### config.mk
export PLATFORM = sky130hd
export DESIGN_NAME = card_shuffle_gen_flat
export DESIGN_NICKNAME = d
export VERILOG_FILES = /design/src/rtl/card_pkg.sv /design/src/rtl/card_shuffle_gen_if.sv /design/src/rtl/card_shuffle_gen_lfsr.sv /design/src/rtl/card_shuffle_gen.sv /design/src/flat_wrapper.sv
export SDC_FILE = /design/constraint.sdc
export NUM_CORES = 1
export LEC_CHECK = 0
export CAP_MARGIN = 20
export CORE_AREA = 2 2 132 167
export CTS_BUF_LIST = sky130_fd_sc_hd__clkbuf_2
export DETAILED_ROUTE_END_ITERATION = 7
export DIE_AREA = 0 0 134 169
export PLACE_DENSITY = 0.51
export SLEW_MARGIN = 25
export SYNTH_ARGS = -nofsm -noshare
export SYNTH_HDL_FRONTEND = slang
export SYNTH_SLANG_ARGS = --single-unit
### constraint.sdc
create_clock -name clk -period 6.3 [get_ports clk]
set_input_delay 1.26 -clock clk [delete_from_list [all_inputs] [get_ports clk]]
set_output_delay 1.26 -clock clk [all_outputs]
set_load 0.02 [all_outputs]
### src/rtl/card_pkg.sv
// Shared types, LFSR constants and helper functions for the card-map generator.
package card_pkg;

  localparam int LFSR_W = 16;
  localparam int TAP_A  = 15;
  localparam int TAP_B  = 13;
  localparam int TAP_C  = 12;
  localparam int TAP_D  = 10;

  typedef enum logic [1:0] {
    IDLE,
    INIT,
    SHUFFLE,
    DONE
  } state_e;

  function automatic int clog2(input int v);
    int r;
    r = 0;
    for (int k = 0; k < 31; k++)
      if ((1 << k) < v) r = k + 1;
    return r;
  endfunction

  // Smallest 2^k-1 that is >= i.
  function automatic logic [LFSR_W-1:0] mask(input logic [LFSR_W-1:0] i);
    logic [LFSR_W-1:0] m;
    m = '0;
    for (int k = 0; k < LFSR_W; k++)
      if (m < i) m = {m[LFSR_W-2:0], 1'b1};
    return m;
  endfunction

endpackage

### src/rtl/card_shuffle_gen_if.sv
// Controller/renderer handshake and map bus of the card-map generator.
interface card_shuffle_gen_if #(
  parameter int PAIRS = 8
);
  localparam int CARDS = 2 * PAIRS;
  localparam int SYM_W = (card_pkg::clog2(PAIRS) > 1) ? card_pkg::clog2(PAIRS) : 1;

  logic                   start;
  logic                   seed_load;
  logic [15:0]            seed_in;
  logic                   busy;
  logic                   done;
  logic                   map_valid;
  logic [CARDS*SYM_W-1:0] map;

  modport master (
    output start, seed_load, seed_in,
    input  busy, done, map_valid, map
  );

  modport slave (
    input  start, seed_load, seed_in,
    output busy, done, map_valid, map
  );

endinterface

### src/rtl/card_shuffle_gen_lfsr.sv
// 16-bit Fibonacci LFSR (shift left) with synchronous parallel load.
module lfsr16_load
  import card_pkg::*;
#(
  parameter logic [LFSR_W-1:0] INITIAL_SEED = 16'hACE1
) (
  input  logic              clk,
  input  logic              resetn,
  input  logic              load,
  input  logic [LFSR_W-1:0] load_val,
  output logic [LFSR_W-1:0] seed
);

  logic [LFSR_W-1:0] s_q, s_d;
  logic              fb;

  always_comb begin
    fb  = s_q[TAP_A] ^ s_q[TAP_B] ^ s_q[TAP_C] ^ s_q[TAP_D];
    s_d = load ? load_val : {s_q[LFSR_W-2:0], fb};
  end

  always_ff @(posedge clk or negedge resetn) begin
    if (!resetn) s_q <= INITIAL_SEED;
    else         s_q <= s_d;
  end

  assign seed = s_q;

endmodule

### src/rtl/card_shuffle_gen.sv
// Card-map generator: in-place Fisher-Yates over 2*PAIRS slots, one swap per cycle,
// each symbol 0..PAIRS-1 appearing exactly twice in the published map.
module card_shuffle_gen
  import card_pkg::*;
#(
  parameter int          PAIRS = 8,
  parameter logic [15:0] SEED  = 16'hACE1,
  parameter bit          FAST  = 1'b1
) (
  input  logic               clk,
  input  logic               resetn,
  card_shuffle_gen_if.slave  bus
);

  localparam int CARDS = 2 * PAIRS;
  localparam int SYM_W = (clog2(PAIRS) > 1) ? clog2(PAIRS) : 1;
  localparam int IDX_W = clog2(CARDS);

  state_e                      st_q, st_d;
  logic [IDX_W-1:0]            i_q, i_d;
  logic [CARDS-1:0][SYM_W-1:0] work_q, work_d;
  logic [CARDS-1:0][SYM_W-1:0] map_q, map_d;
  logic                        busy_q, busy_d;
  logic                        done_q, done_d;
  logic                        vld_q, vld_d;

  logic [LFSR_W-1:0]           lfsr;
  logic                        ld;
  logic [LFSR_W-1:0]           ld_val;
  logic [IDX_W-1:0]            msk, r, j;
  logic                        unused_lfsr;

  assign ld          = bus.seed_load && (st_q == IDLE);
  assign ld_val      = (bus.seed_in == '0) ? SEED : bus.seed_in;
  assign unused_lfsr = ^lfsr[LFSR_W-1:IDX_W];

  lfsr16_load #(.INITIAL_SEED(SEED)) u_lfsr (
    .clk      (clk),
    .resetn   (resetn),
    .load     (ld),
    .load_val (ld_val),
    .seed     (lfsr)
  );

  // Fold an out-of-range draw back into 0..i; only used when FAST is set.
  always_comb begin
    msk = IDX_W'(mask(LFSR_W'(i_q)));
    r   = lfsr[IDX_W-1:0] & msk;
    j   = (r <= i_q) ? r : (r - i_q - IDX_W'(1));
  end

  always_comb begin
    st_d   = st_q;
    i_d    = i_q;
    work_d = work_q;
    map_d  = map_q;
    busy_d = busy_q;
    done_d = 1'b0;
    vld_d  = vld_q;
    unique case (st_q)
      IDLE: begin
        if (bus.start && !bus.seed_load) begin
          st_d   = INIT;
          busy_d = 1'b1;
        end
      end
      INIT: begin
        for (int s = 0; s < CARDS; s++) work_d[s] = SYM_W'(s >> 1);
        i_d  = IDX_W'(CARDS - 1);
        st_d = SHUFFLE;
      end
      SHUFFLE: begin
        if ((r <= i_q) || FAST) begin
          work_d[i_q] = work_q[j];
          work_d[j]   = work_q[i_q];
          i_d         = i_q - IDX_W'(1);
          if (i_q == IDX_W'(1)) st_d = DONE;
        end
      end
      DONE: begin
        map_d  = work_q;
        done_d = 1'b1;
        vld_d  = 1'b1;
        busy_d = 1'b0;
        st_d   = IDLE;
      end
      default: st_d = IDLE;
    endcase
  end

  always_ff @(posedge clk or negedge resetn) begin
    if (!resetn) begin
      st_q   <= IDLE;
      i_q    <= '0;
      work_q <= '0;
      map_q  <= '0;
      busy_q <= 1'b0;
      done_q <= 1'b0;
      vld_q  <= 1'b0;
    end else begin
      st_q   <= st_d;
      i_q    <= i_d;
      work_q <= work_d;
      map_q  <= map_d;
      busy_q <= busy_d;
      done_q <= done_d;
      vld_q  <= vld_d;
    end
  end

  assign bus.busy      = busy_q;
  assign bus.done      = done_q;
  assign bus.map_valid = vld_q;
  assign bus.map       = map_q;

endmodule

### src/flat_wrapper.sv
// flat-port wrapper written by rule: the top's interface ports become plain ports
module card_shuffle_gen_flat import card_pkg::*;
#(
  parameter int          PAIRS = 8,
  parameter logic [15:0] SEED  = 16'hACE1,
  parameter bit          FAST  = 1'b1
)
  (clk, resetn, bus_start, bus_seed_load, bus_seed_in, bus_busy, bus_done, bus_map_valid, bus_map);
  card_shuffle_gen_if #(.PAIRS(PAIRS)) bus_i ();
  input  logic clk;
  input  logic resetn;
  input wire logic [$bits(bus_i.start)-1:0] bus_start;
  input wire logic [$bits(bus_i.seed_load)-1:0] bus_seed_load;
  input wire logic [$bits(bus_i.seed_in)-1:0] bus_seed_in;
  output wire logic [$bits(bus_i.busy)-1:0] bus_busy;
  output wire logic [$bits(bus_i.done)-1:0] bus_done;
  output wire logic [$bits(bus_i.map_valid)-1:0] bus_map_valid;
  output wire logic [$bits(bus_i.map)-1:0] bus_map;
  assign bus_i.start = bus_start;
  assign bus_i.seed_load = bus_seed_load;
  assign bus_i.seed_in = bus_seed_in;
  assign bus_busy = bus_i.busy;
  assign bus_done = bus_i.done;
  assign bus_map_valid = bus_i.map_valid;
  assign bus_map = bus_i.map;
  card_shuffle_gen #(.PAIRS(PAIRS), .SEED(SEED), .FAST(FAST)) u_core (.clk(clk), .resetn(resetn), .bus(bus_i));
endmodule
Word level (Yosys, flattened, before mapping)
Cells that the tools add are included.
W data, S select, Z words.

operators by class
  add/subtract/negate cells = 3
  order comparisons = 21
  bitwise logic cells = 4
  equal/unequal tests = 6
  reductions and logical operators = 11
  multiplexer cells = 37

operators with widths
  operator               number
  $mux W16               16
  $lt A16 B4 Y1          14
  $bwmux W48             2
  $pmux W48 S2           1
  $bmux W3 S4            2
  $demux W3 S4           2
  $logic_not A16 Y1      1
  $mux W3                4
  $lt A4 B5 Y1 const B   2
  $ge A4 B1 Y1 const B   2
  $mux W4                2
  $pmux W2 S4            1
  $pmux W4 S2            1
  $sub A4 B1 Y4 const B  2
  $and A4 B4 Y4          1
  $eq A2 B2 Y1 const B   2
  $eq A4 B1 Y1 const B   1
  $le A4 B4 Y1           1
  $logic_and A1 B1 Y1    4
  $lt A1 B4 Y1           1
  $lt A1 B4 Y1 const A   1
  $mux W2                2
  $reduce_and A2 Y1      2
  $reduce_bool A2 Y1     2
  9 further kinds        13

storage, ports and cells
  output and inout port bits = 51
  bits of input ports = 20
  register bits = 121

Logic depth before layout (Yosys ltp)
  word-level depth = 42
  depth in mapped cells = 24
  mapped depth without buffers = 17

Hierarchy
A second synthesis with hierarchy kept.

second synthesis, totals
  cell total of the unflattened synthesis = 916
  area, all modules = 9033.7 um^2

by module, submodules not included
  module            sequential area each (um^2)  area each (um^2)  cells each  times used
  card_shuffle_gen  2627.5                       8358.0            878         1
  lfsr16_load       410.4                        675.6             38          1

Worst setup path after synthesis
Ideal clock, no wire load.

  path type = register -> register
  from = register u_core.i_q[0]
  to = register u_core.work_q[10] (netlist name)
  setup slack = 1.467 ns
  arrival time = 4.690 ns
  clock period less this slack = 4.833 ns
  data required time = 6.157 ns
  cell stages (with the launch flop) = 23
  path through = dfrtp_1 > buf_6 > buf_2 > inv_1 > ha_1 > clkbuf_1 > o21ai_0 > ha_1 > o21ai_1 > or2_1 > nand3_2 > inv_2 > ha_1 > and4_1 > or2_1 > o21ai_2 > nand2_2 > buf_6 > a222oi_1 > o32ai_2 > nor3_4 > buf_6 > o221ai_1

on the way
  word-level cells in the longest chain between the ends = 42
  elaborated cells on any way between the ends = 54
  those cells by class = add/sub (2); order compare (21); mux (28); bitwise (1); reduce/logical (2)

RTL lines
  what                                                                       line                     source
  from (decl)                                                                card_shuffle_gen.sv:20   logic [IDX_W-1:0] i_q, i_d;
  from (signal assigned)                                                     card_shuffle_gen.sv:102  i_q <= i_d;
  $lt A1 B4 Y1                                                               card_pkg.sv:30           if (m < i) m = {m[LFSR_W-2:0], 1'b1};
  $mux W1                                                                    card_pkg.sv:30
  $lt A1 B4 Y1                                                               card_pkg.sv:30
  $mux W16                                                                   card_pkg.sv:30
  $lt A16 B4 Y1                                                              card_pkg.sv:30
  $mux W16                                                                   card_pkg.sv:30
  $lt A16 B4 Y1                                                              card_pkg.sv:30
  $mux W16                                                                   card_pkg.sv:30
  [26 not listed]                                                            n/a
  $sub A4 B1 Y4                                                              card_shuffle_gen.sv:49   j = (r <= i_q) ? r : (r - i_q - IDX_W'(1));
  $mux W4                                                                    card_shuffle_gen.sv:49
  $lt A4 B5 Y1 (implied by the code) / $ge A4 B1 Y1 (equally long branches)  card_shuffle_gen.sv:75   work_d[j] = work_q[i_q];
  $logic_and A1 B1 Y1 (implied by the code)                                  card_shuffle_gen.sv:75
  $mux W3 (implied by the code)                                              card_shuffle_gen.sv:75
  $demux W3 S4                                                               n/a
  $bwmux W48 (*)                                                             card_shuffle_gen.sv:75
  $pmux W48 S2 (*)                                                           card_shuffle_gen.sv:60   unique case (st_q)
  to (signal assigned)                                                       card_shuffle_gen.sv:103  work_q <= work_d;
  to (decl)                                                                  card_shuffle_gen.sv:21   logic [CARDS-1:0][SYM_W-1:0] work_q, work_d;

Mark *: on every way between the ends. The rest lies on a longest branch, timed or not. The select of a mux whose other input is x is not followed.
A chain may end at the register's enable or synchronous reset.

Worst setup path after layout
  from = register u_core.i_q[2]
  to = register u_core.work_q[26] (netlist name)

Same word-level chain as after synthesis.

==> impl_metrics.py <==
metrics = {
    "floorplan": {
        "fp.dieH_um": 169,
        "rows": 60,
        "die_area_mm2": 0.0226,
        "start_util": 0.344,
        "num_io_pins": 71,
        "core-area_mm2": 0.0211,
        "die_w_um": 134,
    },
    "timing": {
        "finalHoldViolations": 0,
        "setup_viol": 0,
        "fin_tns_setup_ps": 0,
        "tightest_slew_ps": 858,
        "skew_ps": 29.1,
        "rsz0062_at_grt": "no",
        "slew_violations": 0,
        "slew_headroom": 0.423,
        "finalCritPeriodShare": 0.823,
        "setup_slack_ps": 1110,
        "period_minus_slack_ps": 5190,
        "fmax_mhz": 193,
    },
    "pwr": {
        "power.density_mw_per_mm2": 554,
        "ir_worst_vdd_mv": 0.327,
        "combPwrFrac": 0.638,
        "p_sw_frac": 0.509,
        "p_switching_w": 0.00242,
        "leakage_nw": 3.48,
        "pwr-share-seq": 0.243,
        "p_clk_frac": 0.118,
        "internal_power_w": 0.00233,
    },
    "grt": {
        "grt_max_degree": 68,
        "grt_pass1_wl_mm": 39.9,
        "grt_remaining_overflow": 0,
        "grtUsageTotal": 0.236,
        "antenna_found_initial": 1,
        "grt_pass1_vias": 6565,
    },
    "synth": {
        "ys_ff_latch": 121,
        "syn_nets": 770,
        "seq_area_frac_synth": 0.418,
        "ys_warn_count": 0,
        "syn_area_mm2": 0.00727,
        "avgSynthCellArea_um2": 9.90,
        "synth_enable_flop_cells": 0,
        "synth.distinct_cells": 77,
        "ys.flop_type": "dfrtp_1",
        "async_flop_share": 1.00,
        "syn_inst": 734,
    },
    "layout": {
        "final_nets": 849,
        "area_growth_pct": 18.2,
        "drive_gt1_frac": 0.213,
        "layout_commonest_cell": "dfrtp_1",
        "fillers": 2110,
        "final_cell_mix": "dfrtp_1 (113), nand2_1 (103), clkdlybuf4s50_1 (69), mux2_2 (48), inv_1 (40)",
    },
    "clock_network": {
        "cts_tree": "built",
        "cts_buffer_depth": 2,
        "post_cts_buffers": 0,
        "post_cts_resize_count": 0,
        "worst_skew_pair.late_latency_ps": 710,
        "cts_buffers": 17,
        "cts.htree.levels": 4,
        "root_buffer": "clkbuf_2",
        "cts_hold_buf": 0,
        "cts_sinks": 121,
        "clkSlewWorstSetupHoldPaths_ps": 180,
    },
    "routing": {
        "drt_first_iter_violations": 534,
        "postRouteWirelength_mm": 25.8,
        "firstDrtPassIters": 5,
        "viasPerCell": 5.78,
        "ant_nets": 0,
        "dr_total_vias": 6397,
        "drc_errors": 0,
        "wl_per_cell_um": 23.4,
    },
    "critical_path": {
        "required_ps": 6890,
        "endpoint_kind": "flop",
        "cp_max_fo": 12,
        "crit_arrival_ps": 5780,
        "start_kind": "flop",
        "critPathKind": "flop to flop",
    },
    "job": {
        "cap_violations": 0,
    },
    "place": {
        "routabilityCongestion": 0.978,
        "dpl.hpwl_mm": 18.9,
        "io_buffers": 70,
        "pre_cts_ws_ps": 1220,
    },
    "min_path": {
        "hold_path_class": "flop to flop",
    },
    "status": {
        "status": "finished clean",
    },
}
-- power groups by stage --
stage / Sequential, W / Combinational [W] / Clock, W
6_report: 0.00116 / 0.00303 / 0.000563
3_5_place_dp: 0.00117 / 0.00299 / 0
5_1_grt: 0.00118 / 0.00324 / 0.000621
2_1_floorplan: 0.00120 / 0.00187 / 0
3_3_place_gp: 0.00117 / 0.00296 / 0
4_1_cts: 0.00116 / 0.00300 / 0.000587
-- worst max-delay path, stage by stage (launching register included) --
cell	delay, ps
dfrtp_1	400
nor2_1	330
o21ai_0	160
ha_1	340
o21ai_1	270
or2_1	210
nand3_2	190
inv_2	230
ha_1	300
nor2b_1	150
o2111ai_1	210
nand2_1	370
nor2_1	410
a222oi_1	120
o32ai_1	570
buf_4	220
nor3_2	50
buf_4	200
a222oi_1	340
-- synthesized netlist by cell type (11+ instances only) --
master / n / area [um^2]
dfrtp_1: 113 / 2830
nor2b_1: 16 / 100
o21ai_1: 12 / 60.1
nor2_1: 33 / 124
clkbuf_1: 25 / 93.8
nand3_1: 38 / 190
a21oi_1: 25 / 125
o221ai_1: 14 / 123
a222oi_1: 16 / 160
o21ai_0: 23 / 115
a31oi_1: 11 / 68.8
inv_1: 40 / 150
mux4_2: 12 / 270
mux2_2: 48 / 541
nand2_1: 103 / 387
nor3_1: 13 / 65.1
ha_1: 15 / 188
-- registers in the layout, summed over array words and instances (netlist names) --
signal / count
u_core.st_q: 2
u_core.bus.map_valid: 1
u_core.bus.map: 48
u_core.work_q: 48
u_core.i_q: 4
u_core.bus.done: 1
u_core.bus.busy: 1
u_core.u_lfsr.seed: 16
-- layer usage --
layer,global-route usage,vias to the layer above,share of wire
li1,-,2866,-
met1,0.293,3201,0.41
met2,0.408,274,0.50
met3,0.0353,56,0.049
met4,0.0971,0,0.034
met5,0,-,0
-- kinds of logic (layout without fill, tap and decap cells) --
logic type	count (synthesis)	after routing	synth area share
buffers and inverters	85	176	0.0542
XOR/XNOR	7	7	0.00844
AO/OA/AOI/OAI	187	187	0.203
flip-flops	121	121	0.418
other	0	2	0
multiplexers	65	65	0.118
AND/OR/NAND/NOR	253	253	0.169
adder cells (fa/ha/maj)	16	16	0.0286
-- layout make-up --
cell class,count,area (um^2),share of cell area
repair buffers,102,938,0.109
flip-flops and latches,121,3040,0.354
well taps,279,349,0.0407
clock buffers,21,105,0.0122
inverters,43,161,0.0188
diodes,2,5.00,0.000583
clock inverters,10,151,0.0176
multi-input cells,528,3840,0.447
-- metrics by stage --
step	instances	utilization	hold slack [ps]	instance area, um^2	total power, W
CTS	1104	0.407	484	8580	0.00474
floorplan	734	-	421	7270	0.00307
global placement	1073	0.395	437	8320	0.00413
global route	1106	0.407	496	8580	0.00504
finish	1106	0.407	482	8580	0.00475
detailed placement	1073	0.395	442	8320	0.00416
-- final timing paths --
kind	end	startpoint	depth (start not counted)	slack [ps]
min	u_core.u_lfsr.seed[9]	u_core.u_lfsr.seed[8]	2	480
min in group asynchronous	u_core.bus.map[19]	resetn	1	560
max	u_core.work_q[26]	u_core.i_q[2]	18	1110
min reg2reg	u_core.u_lfsr.seed[9]	u_core.u_lfsr.seed[8]	2	480
max in group asynchronous	u_core.work_q[39]	resetn	2	4390
max reg2reg	u_core.work_q[26]	u_core.i_q[2]	18	1110
No activity file was read; power rests on OpenSTA's default activity.
